File: src/rtl/rca_8bits_pkg.sv
// rca_8bits_pkg: shared width and reset constants for the ripple-carry adder
package rca_8bits_pkg;
  localparam int ADD_WIDTH = 8;
  localparam logic [ADD_WIDTH-1:0] RST_SUM = 8'h00;
endpackage

File: src/rtl/rca_8bits_full_adder.sv
// full_adder: 1-bit gate-level full adder, one link of the ripple chain
module full_adder (
  input  logic a,
  input  logic b,
  input  logic ci,
  output logic s,
  output logic co
);
  logic w_p;
  assign w_p = a ^ b;
  assign s   = w_p ^ ci;
  assign co  = (a & b) | (ci & w_p);
endmodule

File: src/rtl/rca_8bits.sv
// rca_8bits: 8-bit ripple-carry adder with combinational result and registered copy plus signed overflow
module rca_8bits
  import rca_8bits_pkg::*;
#(
  parameter int WIDTH = ADD_WIDTH
) (
  output logic             cout,
  output logic [WIDTH-1:0] sum,
  input  logic [WIDTH-1:0] x,
  input  logic [WIDTH-1:0] y,
  input  logic             cin,
  input  logic             clk,
  input  logic             rst,
  output logic [WIDTH-1:0] sum_q,
  output logic             cout_q,
  output logic             ovf_q
);
  logic [WIDTH:0] w_c;
  logic           w_ovf;
  assign w_c[0] = cin;
  for (genvar i = 0; i < WIDTH; i++) begin : g_fa
    full_adder u_fa (
      .a (x[i]),
      .b (y[i]),
      .ci(w_c[i]),
      .s (sum[i]),
      .co(w_c[i+1])
    );
  end
  assign cout  = w_c[WIDTH];
  // carries into and out of the sign bit disagree exactly on signed overflow
  assign w_ovf = w_c[WIDTH-1] ^ w_c[WIDTH];
  always_ff @(posedge clk) begin
    if (rst) begin
      sum_q  <= RST_SUM;
      cout_q <= 1'b0;
      ovf_q  <= 1'b0;
    end else begin
      sum_q  <= sum;
      cout_q <= cout;
      ovf_q  <= w_ovf;
    end
  end
endmodule

File: config.mk
export PLATFORM = sky130hd
export DESIGN_NAME = rca_8bits
export DESIGN_NICKNAME = d
export VERILOG_FILES = /design/src/rtl/rca_8bits_pkg.sv /design/src/rtl/rca_8bits_full_adder.sv /design/src/rtl/rca_8bits.sv
export SDC_FILE = /design/constraint.sdc
export NUM_CORES = 1
export LEC_CHECK = 0
export ABC_AREA = 1
export BUFFER_PORTS_ARGS = -buffer_cell sky130_fd_sc_hd__buf_2
export CORE_AREA = 2 2 41 43
export DETAILED_ROUTE_END_ITERATION = 12
export DIE_AREA = 0 0 43 45
export GPL_TIMING_DRIVEN = 1
export PLACE_DENSITY = 0.73
export SLEW_MARGIN = 10
export SYNTH_ARGS = -nofsm -noshare
export SYNTH_HDL_FRONTEND = slang
export SYNTH_SLANG_ARGS = --single-unit
File: constraint.sdc
create_clock -name clk -period 4.7 [get_ports clk]
set_clock_uncertainty 0.1 [all_clocks]
set_input_delay 0.47 -clock clk [delete_from_list [all_inputs] [get_ports clk]]
set_output_delay 0.47 -clock clk [all_outputs]
set_load 0.005 [all_outputs]
==> results.md <==
- Commonest non-fill, non-tap cell in the layout: buf_2
- Post-Syn Area: around 550 µm²
- Max_slew headroom: between 80% and 90%
- Max Cap Viol: 0
- Tot Pwr: 219.1 µW
- Largest net degree at the start of global routing: 11
- Post-route ant nets: 0
- Vias per cell: 4.077
- Vias: between 400 and 500
- P&R area growth vs syn: 28.47%
- CP arrival: just under 4000 ps
- CP delay by family, top: adder cells
- Most common cell on crit path: fa_1
- Share of post-route cells with drive strength above 1: 48.86%
- Critical path buffer and inverter count: 6
- Synthesized Nets: 84
- Hold Vio Cnt, Final: 0
- Fin cells: 104
- Worst-path cell with the longest stage delay: fa_1
- Htree depth: 1
- Fmax: around 220 MHz
- RSZ-0062 raised after global routing: no
- Total grt overflow: 0
- Die Y: 45 µm
- Slew @ Worst Pin: just under 200 ps
- Worst vdd ir: 0.0001035 V
- RD Place Congestion: approximately 0.62
- Drc violations: 0
- Pwr per Cell Area: slightly above 300 mW/mm²
- Final setup fails: 0
- Placed Area: 683.2 µm²
- Antenna cells: 0
- Cells after synthesis: 57
- Synth warn: 0
- Final wirelength: 889 µm
- Ports: 38
- Rows: 14
- Crit Path Max Fanout: 3
- Cell Chain, Critical Path: buf_2, fa_1, fa_1, fa_1, fa_1, fa_1, inv_1, fa_1, inv_1, fa_1, inv_1, fa_1, inv_1, buf_2
- Comb pwr share: 31.3%
- Flop and latch count out of synthesis: 10
- Outcome: finished clean
- CTS buffer count: 3
- Overall routing resource usage: between 10% and 20%
- Hold Path Origin: rst
- Fin area: 705.7 µm²
- WHS Path Cells: 2
- Sw frac: 27.36%
- Die Wd: ~43 µm
- Register share of total power: 44.2%
- CTS resizes: 0
- Most frequent cells in the layout: 37 x buf_2, 16 x inv_1, 10 x nor2_1, 10 x dfxtp_1, 8 x fa_1
- Core area: 0.001471 mm²
- Starting Density: 37.33%
- Period minus WS final: 4453 ps
- Placed Instances: roughly 100
- Final TNS setup: 0 ps
- CP Launch Type: primary input
- DP Wirelength: 790.9 µm
- Clock share of power: 24.4%
- Period Utilization, post-route: roughly 95%
- Final Max Tran Viols: 0
- Antenna violations before repair: 0
- Sequential cell area: ~200 µm²
- Post-CTS setup buffers: 0
- HP Class: in2reg
- Multi-input logic area: 214.0 µm²
- Final nets: 117
- Crit. Startpoint: y[0]
- Leakage: 0.0004263 µW
- Hold_buf cts: 0
- CP peak stage delay: 430 ps
- Clock tree sinks: 10
- Internal: between 150 and 200 µW
- Number of DRC markers after the initial detailed-route iteration: 1
- First-pass GRT wire length: 1504 µm
- Number of global-route vias before repair: 406
- Clock transition at the registers of the reported paths: roughly 60 ps
- Worst Hold Endpoint: sum_q[6]$_SDFF_PP0_
- Critical path class: in2out
- CP required: 4130 ps
- Syn Area/Cell: 9.636 µm²
- Routed WL per cell: 8.548 µm
- PortBufs: 37
- Die ar.: 0.001935 mm²
- DRT Pass-1 Iters: 3
- Maximum clock insertion buffer count: 2
- Post-synth cell types: 10
- Sequential area share after synthesis: between 30% and 40%
- Clk root buf: clkbuf_4
- Worst setup EP type: output port
- Fillers: 149
- CTS tree: done
- Switching pwr: 59.96 µW
[stage by stage]
step	utilization [%]	hold slack [ps]	setup slack, ps
3_3_place_gp	46.43	667.1	254.0
3_5_place_dp	46.43	688.3	219.8
5_1_grt	47.96	422.1	81.70
6_report	47.96	422.9	247.5
2_1_floorplan	-	559.2	473.8
4_1_cts	47.96	425.8	214.9
[state kept, by name, summed over array words and instances (netlist names)]
| signal | count |
|---|---|
| sum_q | 8 |
| ovf_q | 1 |
| cout_q | 1 |
[area by class of cell]
cell class / count / area share [%]
Clock buffer: 3 / 3.191
Inverter: 17 / 9.043
Multi-Input combinational cell: 21 / 30.32
Sequential cell: 10 / 28.37
Tap cell: 16 / 2.837
Timing Repair Buffer: 37 / 26.24
[worst max path at each step]
stage | endpoint | slack (ps) | depth (start not counted)
6_report | sum[7] | 250 | 14
2_1_floorplan | sum[7] | 470 | 13
5_1_grt | sum[7] | 80 | 14
3_3_place_gp | sum[7] | 250 | 14
4_1_cts | sum[7] | 210 | 14
3_5_place_dp | sum[7] | 220 | 14
[cell families after synthesis]
kind of cell / share of synthesized area [%]
buffers and inverters: 24.60
AND/OR/NAND/NOR: 9.797
flip-flops: 36.45
adder cells (fa/ha/maj): 29.16
[synthesized netlist by cell type]
library cell	instances	area (µm²)
dfxtp_1	10	200.2
nand2_1	1	3.750
inv_2	1	3.750
nor2_1	10	37.54
fa_1	8	160.2
buf_6	1	11.26
nand2_2	1	6.260
inv_1	16	60.06
nor2_2	1	6.260
buf_4	8	60.06
[per-layer routing]
| metal | global-route usage [%] | routed length, µm |
|---|---|---|
| met5 | 0 | 0 |
| met4 | 3.636 | 0 |
| met3 | 3.600 | 78 |
| met2 | 18.48 | 476 |
| met1 | 11.45 | 335 |
[power groups by stage]
stage	registers (µW)	clock network, µW	logic, µW
global placement	98.7	0	69.2
global route	98.1	61.1	79.7
finish	97.0	53.5	68.7
CTS	97.2	55.9	70.9
detailed placement	99.1	0	70.6
floorplan	101	0	50.3
(Power assumes the default switching activity.)
